==> src/rtl/sysreg_bank_pkg.sv <==
// -----------------------------------------------------------------------------
// sysreg_bank_pkg
// Shared constants and types for the second-generation system register bank:
// register offsets (decoded from a[4:0]), LOG_CTRL / LOG_STATUS bit positions,
// the default read value and the write-log entry layout.
// -----------------------------------------------------------------------------
package sysreg_bank_pkg;

  // Register offsets within the 32-byte decode window
  localparam logic [4:0] OFF_ID0          = 5'h00;
  localparam logic [4:0] OFF_ID1          = 5'h01;
  localparam logic [4:0] OFF_VER          = 5'h02;
  localparam logic [4:0] OFF_LOG_STATUS   = 5'h03;
  localparam logic [4:0] OFF_LOG_ADDR     = 5'h04;
  localparam logic [4:0] OFF_LOG_DATA     = 5'h05;
  localparam logic [4:0] OFF_LOG_CTRL     = 5'h06;
  localparam logic [4:0] OFF_SCRATCH_BASE = 5'h08;

  // LOG_CTRL bits (CLR_FIFO and CLR_OVF are write-only actions)
  localparam int CLR_FIFO = 0;
  localparam int CLR_OVF  = 1;
  localparam int LOG_EN   = 2;

  // LOG_STATUS = {overflow, empty, head_a8, count[4:0]}
  localparam int ST_OVF     = 7;
  localparam int ST_EMPTY   = 6;
  localparam int ST_HEAD_A8 = 5;
  localparam int ST_COUNT_W = 5;

  localparam logic [7:0] READ_DEFAULT = 8'hFF;

  // One logged bus write: full 9-bit address plus the written byte (17 bits)
  typedef struct packed {
    logic [8:0] addr;
    logic [7:0] data;
  } log_entry_t;

endpackage

==> src/rtl/sysreg_bank_if.sv <==
// -----------------------------------------------------------------------------
// sysreg_bank_if
// Strobe-based internal register bus.
//   a            : register address (9 bits, only a[4:0] decoded)
//   d_d          : write data
//   d_q          : registered read data (driven by the register bank)
//   read_strobe  : one-cycle read request
//   write_strobe : one-cycle write request, may coincide with read_strobe
// -----------------------------------------------------------------------------
interface sysreg_bank_if;
  logic [8:0] a;
  logic [7:0] d_d;
  logic [7:0] d_q;
  logic       read_strobe;
  logic       write_strobe;

  modport master (
    output a,
    output d_d,
    output read_strobe,
    output write_strobe,
    input  d_q
  );

  modport slave (
    input  a,
    input  d_d,
    input  read_strobe,
    input  write_strobe,
    output d_q
  );
endinterface

==> src/rtl/sysreg_bank_write_log.sv <==
// -----------------------------------------------------------------------------
// sysreg_bank_write_log
// Synchronous FIFO of recent bus writes (17-bit entries, LOG_DEPTH deep).
// Ports:
//   clk, reset_n : clock, asynchronous active-low reset
//   push         : append push_entry (dropped when full unless popping too)
//   pop          : remove head entry (no-op when empty)
//   clear        : empty the FIFO; overrides push and pop
//   push_entry   : entry to append
//   head         : current oldest entry (undefined content when empty)
//   count        : number of valid entries
//   full, empty  : occupancy flags
//   push_drop    : one-cycle pulse when a push was discarded for lack of room
// -----------------------------------------------------------------------------
module sysreg_bank_write_log
  import sysreg_bank_pkg::*;
#(
  parameter int LOG_DEPTH = 8
) (
  input  logic                         clk,
  input  logic                         reset_n,
  input  logic                         push,
  input  logic                         pop,
  input  logic                         clear,
  input  log_entry_t                   push_entry,
  output log_entry_t                   head,
  output logic [$clog2(LOG_DEPTH):0]   count,
  output logic                         full,
  output logic                         empty,
  output logic                         push_drop
);

  localparam int AW = $clog2(LOG_DEPTH);
  localparam int CW = AW + 1;

  log_entry_t    mem [LOG_DEPTH];
  logic [AW-1:0] wr_ptr;
  logic [AW-1:0] rd_ptr;
  logic          pop_ok;
  logic          push_ok;

  assign empty = (count == '0);
  assign full  = (count == CW'(LOG_DEPTH));

  // A pop on a full FIFO frees the slot the simultaneous push needs
  assign pop_ok    = pop & ~empty & ~clear;
  assign push_ok   = push & ~clear & (~full | pop_ok);
  assign push_drop = push & ~clear & full & ~pop_ok;

  assign head = mem[rd_ptr];

  // Pointers wrap naturally because LOG_DEPTH is a power of two
  always_ff @(posedge clk or negedge reset_n) begin
    if (!reset_n) begin
      wr_ptr <= '0;
      rd_ptr <= '0;
      count  <= '0;
    end else if (clear) begin
      wr_ptr <= '0;
      rd_ptr <= '0;
      count  <= '0;
    end else begin
      if (push_ok) wr_ptr <= wr_ptr + AW'(1);
      if (pop_ok)  rd_ptr <= rd_ptr + AW'(1);
      if (push_ok && !pop_ok)      count <= count + CW'(1);
      else if (!push_ok && pop_ok) count <= count - CW'(1);
    end
  end

  // Storage needs no reset: entries are only visible once count covers them
  always_ff @(posedge clk) begin
    if (push_ok) mem[wr_ptr] <= push_entry;
  end

endmodule

==> src/rtl/sysreg_bank.sv <==
// -----------------------------------------------------------------------------
// sysreg_bank
// System register bank: ID/version bytes, NUM_SCRATCH scratch registers and a
// write-history log that firmware can peek/pop through LOG_ADDR/LOG_DATA.
// Ports:
//   clk     : system clock (rising edge)
//   reset_n : asynchronous active-low reset
//   bus     : register bus slave (a, d_d, d_q, read_strobe, write_strobe)
// d_q is registered: it captures the selected register on the edge where
// read_strobe is high and holds otherwise.
// -----------------------------------------------------------------------------
module sysreg_bank
  import sysreg_bank_pkg::*;
#(
  parameter logic [7:0] ID0         = 8'h42,
  parameter logic [7:0] ID1         = 8'h73,
  parameter logic [7:0] VERSION     = 8'h02,
  parameter int         NUM_SCRATCH = 4,
  parameter int         LOG_DEPTH   = 8
) (
  input  logic         clk,
  input  logic         reset_n,
  sysreg_bank_if.slave bus
);

  localparam int CW = $clog2(LOG_DEPTH) + 1;

  logic [4:0]  off;
  logic [4:0]  scr_idx;
  logic [7:0]  scratch [NUM_SCRATCH];
  logic        log_en;
  logic        overflow;
  logic        ctrl_wr;

  logic        log_push;
  logic        log_pop;
  logic        log_clear;
  log_entry_t  log_in;
  log_entry_t  log_head;
  logic [CW-1:0] log_count;
  logic        log_full;
  logic        log_empty;
  logic        log_drop;

  logic [7:0]  rd_data;
  logic [7:0]  status;

  assign off     = bus.a[4:0];
  // Offsets below the scratch base wrap to large indices and never match
  assign scr_idx = off - OFF_SCRATCH_BASE;
  assign ctrl_wr = bus.write_strobe && (off == OFF_LOG_CTRL);

  // LOG_CTRL writes are never logged, so clear and push cannot collide
  assign log_push  = bus.write_strobe && log_en && (off != OFF_LOG_CTRL);
  assign log_pop   = bus.read_strobe && (off == OFF_LOG_DATA);
  assign log_clear = ctrl_wr && bus.d_d[CLR_FIFO];
  assign log_in    = '{addr: bus.a, data: bus.d_d};

  sysreg_bank_write_log #(
    .LOG_DEPTH (LOG_DEPTH)
  ) u_write_log (
    .clk        (clk),
    .reset_n    (reset_n),
    .push       (log_push),
    .pop        (log_pop),
    .clear      (log_clear),
    .push_entry (log_in),
    .head       (log_head),
    .count      (log_count),
    .full       (log_full),
    .empty      (log_empty),
    .push_drop  (log_drop)
  );

  // Control state: log enable and sticky overflow
  always_ff @(posedge clk or negedge reset_n) begin
    if (!reset_n) begin
      log_en   <= 1'b1;
      overflow <= 1'b0;
    end else begin
      if (ctrl_wr) log_en <= bus.d_d[LOG_EN];
      if (ctrl_wr && bus.d_d[CLR_OVF]) overflow <= 1'b0;
      else if (log_drop)               overflow <= 1'b1;
    end
  end

  // Scratch registers
  for (genvar n = 0; n < NUM_SCRATCH; n++) begin : g_scratch
    always_ff @(posedge clk or negedge reset_n) begin
      if (!reset_n) begin
        scratch[n] <= 8'h00;
      end else if (bus.write_strobe && (scr_idx == 5'(n))) begin
        scratch[n] <= bus.d_d;
      end
    end
  end

  always_comb begin
    status                          = 8'h00;
    status[ST_OVF]                  = overflow;
    status[ST_EMPTY]                = log_empty;
    status[ST_HEAD_A8]              = log_empty ? 1'b0 : log_head.addr[8];
    status[ST_COUNT_W-1:0]          = ST_COUNT_W'(log_count);
  end

  // Read mux; the log head shown is always the pre-pop / pre-clear value
  always_comb begin
    rd_data = READ_DEFAULT;
    case (off)
      OFF_ID0:        rd_data = ID0;
      OFF_ID1:        rd_data = ID1;
      OFF_VER:        rd_data = VERSION;
      OFF_LOG_STATUS: rd_data = status;
      OFF_LOG_ADDR:   rd_data = log_empty ? READ_DEFAULT : log_head.addr[7:0];
      OFF_LOG_DATA:   rd_data = log_empty ? READ_DEFAULT : log_head.data;
      OFF_LOG_CTRL: begin
        rd_data         = 8'h00;
        rd_data[LOG_EN] = log_en;
      end
      default: begin
        for (int n = 0; n < NUM_SCRATCH; n++) begin
          if (scr_idx == 5'(n)) rd_data = scratch[n];
        end
      end
    endcase
  end

  // Read data register
  always_ff @(posedge clk or negedge reset_n) begin
    if (!reset_n) begin
      bus.d_q <= READ_DEFAULT;
    end else if (bus.read_strobe) begin
      bus.d_q <= rd_data;
    end
  end

endmodule
==> src/flat_wrapper.sv <==
// flat-port wrapper written by rule: the top's interface ports become plain ports
module sysreg_bank_flat import sysreg_bank_pkg::*;
#(
  parameter logic [7:0] ID0         = 8'h42,
  parameter logic [7:0] ID1         = 8'h73,
  parameter logic [7:0] VERSION     = 8'h02,
  parameter int         NUM_SCRATCH = 4,
  parameter int         LOG_DEPTH   = 8
)
  (clk, reset_n, bus_a, bus_d_d, bus_read_strobe, bus_write_strobe, bus_d_q);
  sysreg_bank_if bus_i ();
  input  logic clk;
  input  logic reset_n;
  input wire logic [$bits(bus_i.a)-1:0] bus_a;
  input wire logic [$bits(bus_i.d_d)-1:0] bus_d_d;
  input wire logic [$bits(bus_i.read_strobe)-1:0] bus_read_strobe;
  input wire logic [$bits(bus_i.write_strobe)-1:0] bus_write_strobe;
  output wire logic [$bits(bus_i.d_q)-1:0] bus_d_q;
  assign bus_i.a = bus_a;
  assign bus_i.d_d = bus_d_d;
  assign bus_i.read_strobe = bus_read_strobe;
  assign bus_i.write_strobe = bus_write_strobe;
  assign bus_d_q = bus_i.d_q;
  sysreg_bank #(.ID0(ID0), .ID1(ID1), .VERSION(VERSION), .NUM_SCRATCH(NUM_SCRATCH), .LOG_DEPTH(LOG_DEPTH)) u_core (.clk(clk), .reset_n(reset_n), .bus(bus_i));
endmodule
==> config.mk <==
export PLATFORM = sky130hd
export DESIGN_NAME = sysreg_bank_flat
export DESIGN_NICKNAME = d
export VERILOG_FILES = /design/src/rtl/sysreg_bank_pkg.sv /design/src/rtl/sysreg_bank_if.sv /design/src/rtl/sysreg_bank_write_log.sv /design/src/rtl/sysreg_bank.sv /design/src/flat_wrapper.sv
export SDC_FILE = /design/constraint.sdc
export NUM_CORES = 1
export LEC_CHECK = 0
export CAP_MARGIN = 15
export CORE_MARGIN = 2
export CORE_UTILIZATION = 45
export CTS_BUF_LIST = sky130_fd_sc_hd__clkbuf_4 sky130_fd_sc_hd__clkbuf_8
export CTS_CLUSTER_DIAMETER = 60
export DETAILED_ROUTE_END_ITERATION = 8
export DONT_BUFFER_PORTS = 1
export PLACE_DENSITY = 0.56
export SETUP_SLACK_MARGIN = 0.05
export SLEW_MARGIN = 10
export SYNTH_ARGS = -nofsm -noshare
export SYNTH_HDL_FRONTEND = slang
export SYNTH_SLANG_ARGS = --single-unit
export TNS_END_PERCENT = 1
==> constraint.sdc <==
create_clock -name clk -period 6.91 [get_ports clk]
set_input_delay 1.382 -clock clk [delete_from_list [all_inputs] [get_ports clk]]
set_output_delay 1.382 -clock clk [all_outputs]
set_load 0.1 [all_outputs]
After elaboration in Yosys (flattened, before gate mapping)
Memory sizes are Yosys's and may differ from the RTL's.
Index checks and enable logic that the tools add are counted.

word-level totals
  flip-flop bits (word level) = 52
  memory bits (writable) = 136
  input bits = 21
  output and inout port bits = 8
  logic and storage cells = 78
  memories kept = 1

cells by class
  add/sub/neg operators = 5
  equality and inequality tests = 11
  multiplexer cells = 19
  bitwise operators = 11
  reduce and logical (&&, ||, !) cells = 21

memories
  memory                  depth  width  read ports  clocked after Yosys merged registers in  write ports  line                         source
  u_core.u_write_log.mem  8      17     1           0                                        1            sysreg_bank_write_log.sv:36  log_entry_t mem [LOG_DEPTH];

operators by type and width
  cell                                                                      number
  8-bit one-hot mux with 7 select lines                                     1
  8-bit 2-to-1 mux                                                          6
  5-bit by 2-bit equality test with 1-bit output (second input constant)    4
  5-bit by 3-bit equality test with 1-bit output (second input constant)    3
  1-bit logical AND                                                         12
  3-bit 2-to-1 mux                                                          4
  4-bit 2-to-1 mux                                                          3
  5-bit by 1-bit equality test with 1-bit output (second input constant)    2
  5-bit logical NOT                                                         2
  3-bit by 1-bit adder with 3-bit output (second input constant)            2
  1-bit bitwise AND                                                         6
  2-bit nonzero test                                                        3
  1-bit 2-to-1 mux                                                          5
  5-bit by 3-bit inequality test with 1-bit output (second input constant)  1
  5-bit by 4-bit subtractor with 5-bit output (second input constant)       1
  4-bit by 1-bit adder with 4-bit output (second input constant)            1
  4-bit equality test (second input constant)                               1
  4-bit logical NOT                                                         1
  1-bit NOT                                                                 4
  4-bit by 1-bit subtractor with 4-bit output (second input constant)       1
  3-bit nonzero test                                                        1
  1-bit logical NOT                                                         2
  1-bit bitwise OR                                                          1

Logic depth before layout (Yosys ltp)
Gate-level depths: netlist (run 1).

  depth after elaboration = 12
  depth in mapped cells = 13
  gate-level depth less buffers = 11

Hierarchy
From an unflattened synthesis (run 1), not the netlist that was laid out.

second synthesis, totals
  cell total of the unflattened synthesis = 452
  area total of the unflattened synthesis = 8086.5 µm²

modules (own cells, without submodules)
  module                 instances  cells an instance  area an instance (µm²)  seq. area each (µm²)
  sysreg_bank_write_log  1          285                5975.7                  4334.2
  sysreg_bank            1          167                2110.8                  1062.3

Worst setup path after synthesis (run 1)
No wires, ideal clock.

  kind = input -> register
  from = input port bus_a[2]
  to = memory u_core.u_write_log.mem[0][0] (netlist name) (enable)
  library setup time = 0.412 ns
  arrival time = 3.631 ns
  data required time = 6.498 ns
  path slack = 2.867 ns
  cell stages on the path = 6
  buffers on the path = 1
  cells stage by stage = buf_6 -> nor3b_1 -> a31oi_1 -> nor3_4 -> nand2b_1 -> nor3_1

on the way
  cells in the longest elaborated chain, start to end = 9
  elaborated cells on any way between the ends = 15
  classes of those cells = eq/ne (3); mux (2); bitwise (6); reduce/logical (4)

ends and longest elaborated chain
  what                                            line                                                      source
  start: declaration                              flat_wrapper.sv:14                                        input wire logic [$bits(bus_i.a)-1:0] bus_a;
  5-bit by 3-bit equality test with 1-bit output  sysreg_bank.sv:51                                         assign ctrl_wr = bus.write_strobe && (off == OFF_LOG_CTRL);
  1-bit logical AND                               sysreg_bank.sv:51
  1-bit logical AND                               sysreg_bank.sv:56                                         assign log_clear = ctrl_wr && bus.d_d[CLR_FIFO];
  1-bit NOT                                       sysreg_bank_write_log.sv:46, sysreg_bank_write_log.sv:47
  1-bit bitwise AND                               sysreg_bank_write_log.sv:46                               assign pop_ok = pop & ~empty & ~clear;
  1-bit bitwise OR                                sysreg_bank_write_log.sv:47                               assign push_ok = push & ~clear & (~full | pop_ok);
  1-bit bitwise AND *                             sysreg_bank_write_log.sv:47
  1-bit 2-to-1 mux *                              sysreg_bank_write_log.sv:72                               if (push_ok) mem[wr_ptr] <= push_entry;
  1-bit 2-to-1 mux (not written as such) *        sysreg_bank_write_log.sv:72
  end: declaration                                sysreg_bank_write_log.sv:36

Every way passes the cells marked *; elsewhere a longest branch is shown, timed or not.

Final worst setup path (run 1)
  from = input port bus_a[4]
  to = register u_core.u_write_log.count[3]

on the way
  cells in the longest elaborated chain, start to end = 10
  elaborated cells on any way between the ends = 20
  classes of those cells = eq/ne (3); mux (2); bitwise (6); reduce/logical (9)

ends and longest elaborated chain
  what                                                           line                                                      source
  5-bit by 3-bit equality test with 1-bit output                 sysreg_bank.sv:51
  1-bit logical AND                                              sysreg_bank.sv:51
  1-bit logical AND                                              sysreg_bank.sv:56
  1-bit NOT                                                      sysreg_bank_write_log.sv:46, sysreg_bank_write_log.sv:47
  1-bit bitwise AND                                              sysreg_bank_write_log.sv:46
  1-bit bitwise OR                                               sysreg_bank_write_log.sv:47
  1-bit bitwise AND                                              sysreg_bank_write_log.sv:47
  1-bit logical AND / 1-bit logical NOT (equally long branches)  sysreg_bank_write_log.sv:65, sysreg_bank_write_log.sv:66
  4-bit 2-to-1 mux / 1-bit logical AND (equally long branches)   sysreg_bank_write_log.sv:65, sysreg_bank_write_log.sv:66
  4-bit 2-to-1 mux / 3-bit nonzero test (equally long branches)  n/a
  end signal: assignment                                         sysreg_bank_write_log.sv:65                               if (push_ok && !pop_ok) count <= count + CW'(1);
  end signal: assignment                                         sysreg_bank_write_log.sv:66                               else if (!push_ok && pop_ok) count <= count - CW'(1);
  end: declaration                                               sysreg_bank_write_log.sv:27                               output logic [$clog2(LOG_DEPTH):0] count,

Parallel ways exist; a longest one is shown, timed or not.
A chain may end at the register's enable or synchronous reset.

==> flow_metrics.tcl, run 1 <==
set metrics [dict create \
    yosys.cell_types.count 59 \
    vdd_ir_drop_max_v 0.0002987 \
    synthXorXnorAreaFrac 0.004361 \
    fill_cells 1446 \
    maxSlewHeadroom 0.2508 \
    drc_errors 0 \
    p_leak_nw 2.882 \
    cp.arrival_ps 3980 \
    layout_commonest_cell "edfxtp_1" \
    setup_tns_ps 0 \
    postRouteAntennaNets 0 \
    cts-root-buf "clkbuf_8" \
    path_cells "nor3b_1, a31oi_1, nor3_4, ha_1, inv_1, ha_1, a21o_1, a21oi_1, xnor2_1, or3_1, a21oi_1" \
    placement.io_buffers 0 \
    finClkSkew_ps 13.57 \
    area_delta_synth_final_pct 7.741 \
    row_count 48 \
    path_max_fanout 16 \
    syn_area_mm2 0.008033 \
    p_per_area_mw_per_mm2 303.7 \
    netlist_instances 486 \
    worstMarginPinSlew_ps 1123 \
    muxShareOfSynthArea 0.1578 \
    postCtsHoldBufs 0 \
    grt_setup_unrepaired "no" \
    grt_pass1_vias 4406 \
    wirelength_um 17800 \
    hold_violations 0 \
    nNetsFinal 513 \
    synth_edf_count 136 \
    cts_tree "yes" \
    hold_depth 1 \
    final.min_clock_period_ps 3580 \
    synth_seq_cells 188 \
    grt_start_max_net_pins 53 \
    synthAdderAreaFrac 0.01028 \
    diodes 0 \
    antenna_found_initial 0 \
    clock_sinks 188 \
    wl_per_cell_um 24.58 \
    cts-htree-levels 4 \
    final-setup-viol-count 0 \
    grt_pass1_wl_um 27230 \
    via_count 4282 \
    synthSimpleGateAreaFrac 0.07336 \
    async_flop_share 0.2766 \
    multi_input_area_mm2 0.002486 \
    max-cap-violations 0 \
    final_cell_mix "edfxtp_1, dfrtp_1, mux2_2" \
    seqCellArea_mm2 0.005399 \
    p_total_mw 2.628 \
    synth_compound_area_frac 0.06059 \
    die_h_um 137.6 \
    die_area_mm2 0.01894 \
    initialDrtViolationCount 336 \
    cts_resized 0 \
    die_w_um 137.6 \
    critPathRequiredTime_ps 7310 \
    yosysWarnings 0 \
    synth_top_family_by_area "multiplexers" \
    cts.path.max_buffers 2 \
    grt_use_total 0.2052 \
    start_util 0.4628 \
    viasPerCell 5.914 \
    globalRouteOverflowTotal 0 \
    top_level_ports 29 \
    start_kind "primary input" \
    gp_congestion 0.8543 \
    final_layout_size_suffix_gt1_frac 0.2565 \
    clock_latency_ps 480 \
    hpwl_um 11550 \
    cpPeakStageDelay_ps 390 \
    fmax_ghz 0.2793 \
    cts_buffers 17 \
    core_area_mm2 0.01736 \
    ys_seq_area_frac 0.6718 \
    final_max_slew_viol_count 0 \
    synth.avg_cell_area_um2 16.53 \
    clkTransAtPathRegs_ps 100 \
    fin_util 0.4986 \
    post_cts_buffers 0 \
    drt_pass1_iterations 5 \
    worst_setup_path_end_kind "flip-flop" \
    crit_type "primary input to flip-flop" \
    synth_ff_type "edfxtp_1" \
    reg2reg_depth 10 \
    status "finished clean" \
    hold_class "flip-flop to flip-flop" \
    synth_nets 513 \
    period_share 0.5181 \
    crit_path_top_delay_cell "nor3b_1" \
]
==> cell type report <==
| cell class | instances | share of cell area |
|---|---|---|
| clock buffer | 18 | 0.02863 |
| clock inverter | 14 | 0.01764 |
| sequential | 188 | 0.6238 |
| timing repair buffer | 6 | 0.007518 |
| tap | 225 | 0.03253 |
| inverter | 6 | 0.002602 |
| multi-input combinational | 267 | 0.2873 |
==> worst paths after layout <==
kind | slack (ps) | start | to
hold / removal | 500 | u_core.scratch[30]$_DFFE_PN0P_ | u_core.scratch[30]$_DFFE_PN0P_
min in group asynchronous | 580 | reset_n | u_core.u_write_log.rd_ptr[0]$_DFFE_PN0P_
setup reg to reg | 3800 | u_core.u_write_log.count[0]$_DFFE_PN0P_ | u_core.u_write_log.count[3]$_DFFE_PN0P_
max in group asynchronous | 6120 | reset_n | u_core.log_en$_DFFE_PN1N_
setup / recovery | 3330 | bus_a[4] | u_core.u_write_log.count[3]$_DFFE_PN0P_
hold reg to reg | 500 | u_core.scratch[30]$_DFFE_PN0P_ | u_core.scratch[30]$_DFFE_PN0P_
==> cell usage after synthesis, types with 2 or more instances <==
cell type	n	area share
a2111oi_0	7	0.0076
a211oi_1	4	0.0037
a21o_1	2	0.0019
a21oi_1	19	0.012
a22o_1	3	0.0033
a31oi_1	3	0.0023
and2_1	4	0.0031
buf_1	2	0.00093
buf_2	11	0.0069
buf_4	2	0.0019
buf_6	5	0.0070
clkbuf_1	5	0.0023
dfrtp_1	43	0.13
dfstp_2	9	0.029
edfxtp_1	136	0.51
ha_1	5	0.0078
inv_1	6	0.0028
mux2_2	35	0.049
mux2i_1	10	0.012
mux4_1	5	0.016
mux4_2	28	0.079
nand2_1	21	0.0098
nand2b_1	9	0.0070
nand3_1	5	0.0031
nand3b_1	3	0.0028
nor2_1	26	0.012
nor2b_1	14	0.011
nor3_1	13	0.0081
nor3b_1	2	0.0019
nor4_1	4	0.0031
o21ai_0	7	0.0044
o221ai_1	3	0.0033
o22ai_1	4	0.0031
o311ai_0	2	0.0022
or3_1	3	0.0023
xor2_1	3	0.0033
==> metal layers <==
layer | vias to the layer above | routed length (um) | global-route usage | part of all wire
met1 | 2229 | 8077 | 0.2823 | 0.45
li1 | 1919 | - | - | -
met2 | 112 | 8492 | 0.3187 | 0.48
met4 | 0 | 363 | 0.07732 | 0.020
met5 | - | 0 | 0 | 0
met3 | 22 | 865 | 0.04930 | 0.049
==> logic make-up (layout without fill, tap and decap cells) <==
logic type	count (synthesis)	in the layout
xor+xnor	4	4
simple gates	112	112
flops	188	188
mux	79	79
buf+inv	31	44
compound gates	66	66
fa+ha+maj	6	6
==> registers in the layout, summed over array words and instances, names as in the netlist <==
register	cells
u_core.log_en	1
u_core.u_write_log.mem	136
u_core.bus.d_q	8
u_core.u_write_log.count	4
u_core.u_write_log.rd_ptr	3
u_core.overflow	1
u_core.scratch	32
u_core.u_write_log.wr_ptr	3
==> power by group <==
group | internal, mW | total, mW | switching, mW
logic | 0.220 | 0.472 | 0.251
clock network | 0.308 | 0.726 | 0.418
registers | 1.32 | 1.43 | 0.110
==> worst max-delay path, delay by kind of cell <==
| kind | cells | cell delay [ps] |
|---|---|---|
| simple gates | 3 | 1060 |
| buf+inv | 1 | 90 |
| xor+xnor | 1 | 90 |
| fa+ha+maj | 2 | 600 |
| compound gates | 4 | 750 |
==> per-stage QoR <==
| step | instance area, um2 | instances | hold slack (ps) | worst slack (ps) |
|---|---|---|---|---|
| after floorplan | 8033 | 486 | 461.7 | 2867 |
| after global placement | 8227 | 691 | 484.0 | 2974 |
| after detailed placement | 8227 | 691 | 489.2 | 2868 |
| after CTS | 8627 | 723 | 509.3 | 3383 |
| after global routing | 8655 | 724 | 519.4 | 3114 |
| final | 8655 | 724 | 504.8 | 3330 |
(Power assumes the default switching activity.)
==> run 2: changes to the inputs <==
==> constraint.sdc (replaced) <==
create_clock -name clk -period 3.55 [get_ports clk]
set_input_delay 0.71 -clock clk [delete_from_list [all_inputs] [get_ports clk]]
set_output_delay 0.71 -clock clk [all_outputs]
set_load 0.1 [all_outputs]
==> flow_metrics.tcl, run 2 (synthesis results as in run 1) <==
set metrics [dict create \
    p_per_area_mw_per_mm2 614.7 \
    nNetsFinal 524 \
    final_max_slew_viol_count 0 \
    cp.arrival_ps 3350 \
    top_usage_layer "met2" \
    start_util 0.4628 \
    use_met3 0.04820 \
    final_layout_size_suffix_gt1_frac 0.2725 \
    diodes 0 \
    max-cap-violations 0 \
    design_area_mm2 0.008831 \
    fill_cells 1422 \
    seqCellArea_mm2 0.005399 \
    grt_pass1_vias 4527 \
    grt_start_max_net_pins 45 \
    multi_input_area_mm2 0.002486 \
    drt_pass1_iterations 4 \
    core_area_mm2 0.01736 \
    clkTransAtPathRegs_ps 100 \
    clock_sinks 188 \
    finClkSkew_ps 15.06 \
    gp_congestion 0.8614 \
    postCtsHoldBufs 1 \
    r2r-start "u_core.u_write_log.count[0]$_DFFE_PN0P_" \
    setup_tns_ps 0 \
    initialDrtViolationCount 347 \
    dpl.cell_count 702 \
    die_w_um 137.6 \
    postRouteAntennaNets 0 \
    dpl-instance-area_mm2 0.008309 \
    fmax_ghz 0.3371 \
    post_cts_buffers 0 \
    row_count 48 \
    largest_reg_flops 136 \
    reg2reg_depth 11 \
    globalRouteOverflowTotal 0 \
    clock_latency_ps 470 \
    die_area_mm2 0.01894 \
    die_h_um 137.6 \
    vdd_ir_drop_max_v 0.0003371 \
    via_count 4282 \
    final_cell_mix "edfxtp_1, dfrtp_1, mux2_2" \
    grt_setup_unrepaired "no" \
    path_max_fanout 6 \
    final.min_clock_period_ps 2967 \
    worstMarginPinSlew_ps 896.1 \
    cts_tree "yes" \
    critPathRequiredTime_ps 3930 \
    hpwl_um 11580 \
    reg.largest.list "u_core.u_write_log.mem: 136 flops, u_core.scratch: 32 flops, u_core.bus.d_q: 8 flops" \
    cts-root-buf "clkbuf_8" \
    grt_use_total 0.2060 \
    cts_buffers 17 \
    hold_class "primary input to async pin" \
    worst_setup_path_end_kind "flip-flop" \
    layout_commonest_cell "edfxtp_1" \
    rrSetupSlack_ps 580 \
    start_kind "flip-flop" \
    drc_errors 0 \
    cts-htree-levels 4 \
    top_level_ports 29 \
    grt_use_met2 0.3286 \
    maxSlewHeadroom 0.3971 \
    area_delta_synth_final_pct 9.938 \
    p_leak_nw 2.991 \
    grt_pass1_wl_um 27550 \
    placement.io_buffers 0 \
    viasPerCell 5.826 \
    crit_type "flip-flop to flip-flop" \
    hold_violations 0 \
    wirelength_um 17830 \
    antenna_found_initial 0 \
    stdcell_count 735 \
    period_share 0.8357 \
    status "finished clean" \
    r2r_end "u_core.u_write_log.count[3]$_DFFE_PN0P_" \
    cts.path.max_buffers 2 \
    regMostFlops "u_core.u_write_log.mem" \
    grtUsageMet1 0.2820 \
    cts_resized 0 \
    wl_per_cell_um 24.26 \
    final-setup-viol-count 0 \
]
## run 2: cell type report
class / count / area share
Tap cell: 225 / 0.03188
Clock inverter: 12 / 0.02621
Inverter: 6 / 0.002550
Multi-Input combinational cell: 267 / 0.2815
Timing Repair Buffer: 17 / 0.01672
Clock buffer: 20 / 0.02975
Sequential cell: 188 / 0.6114
## run 2: power breakdown
| part | switching, mW | leakage, nW | internal, mW |
|---|---|---|---|
| Combinational | 0.399 | 0.876 | 0.441 |
| Clock | 0.764 | 0.248 | 0.956 |
| Sequential | 0.298 | 1.87 | 2.57 |
| Total | 1.46 | 2.99 | 3.97 |
## run 2: per-layer routing
metal,wire [um],vias up
li1,-,1937
met1,7911,2234
met2,8746,98
met3,968,13
met4,204,0
met5,0,-
## run 2: worst max-delay path by stage
stage | to | from
final | u_core.u_write_log.count[3]$_DFFE_PN0P_ | u_core.u_write_log.count[0]$_DFFE_PN0P_
after global routing | u_core.u_write_log.count[3]$_DFFE_PN0P_ | u_core.u_write_log.count[0]$_DFFE_PN0P_
after CTS | u_core.u_write_log.count[3]$_DFFE_PN0P_ | u_core.u_write_log.count[0]$_DFFE_PN0P_
after detailed placement | u_core.u_write_log.count[3]$_DFFE_PN0P_ | bus_a[4]
after global placement | u_core.u_write_log.count[3]$_DFFE_PN0P_ | bus_a[4]
after floorplan | u_core.u_write_log.mem[0][0]$_DFFE_PP_ | bus_a[2]
## run 2: worst max-delay path, cell delays in order (launching register included)
cell and delay [ps]:
dfrtp_1 450, or4b_1 550, a31oi_1 300, nor3_4 120, ha_1 250, inv_1 100
ha_1 230, a21o_1 170, a21oi_1 180, xnor2_1 100, or3_1 310, a21oi_1 150
## run 2: per-stage QoR
step / power (mW) / util / hold slack, ps / setup WS, ps
6_report: 5.429 / 0.5088 / 73.45 / 583.3
5_1_grt: 5.679 / 0.5088 / 35.30 / 414.3
4_1_cts: 5.483 / 0.5088 / 40.35 / 584.8
3_5_place_dp: 3.752 / 0.4787 / 416.2 / 266.9
3_3_place_gp: 3.737 / 0.4787 / 415.7 / 351.9
2_1_floorplan: 3.526 / - / 414.4 / 178.5
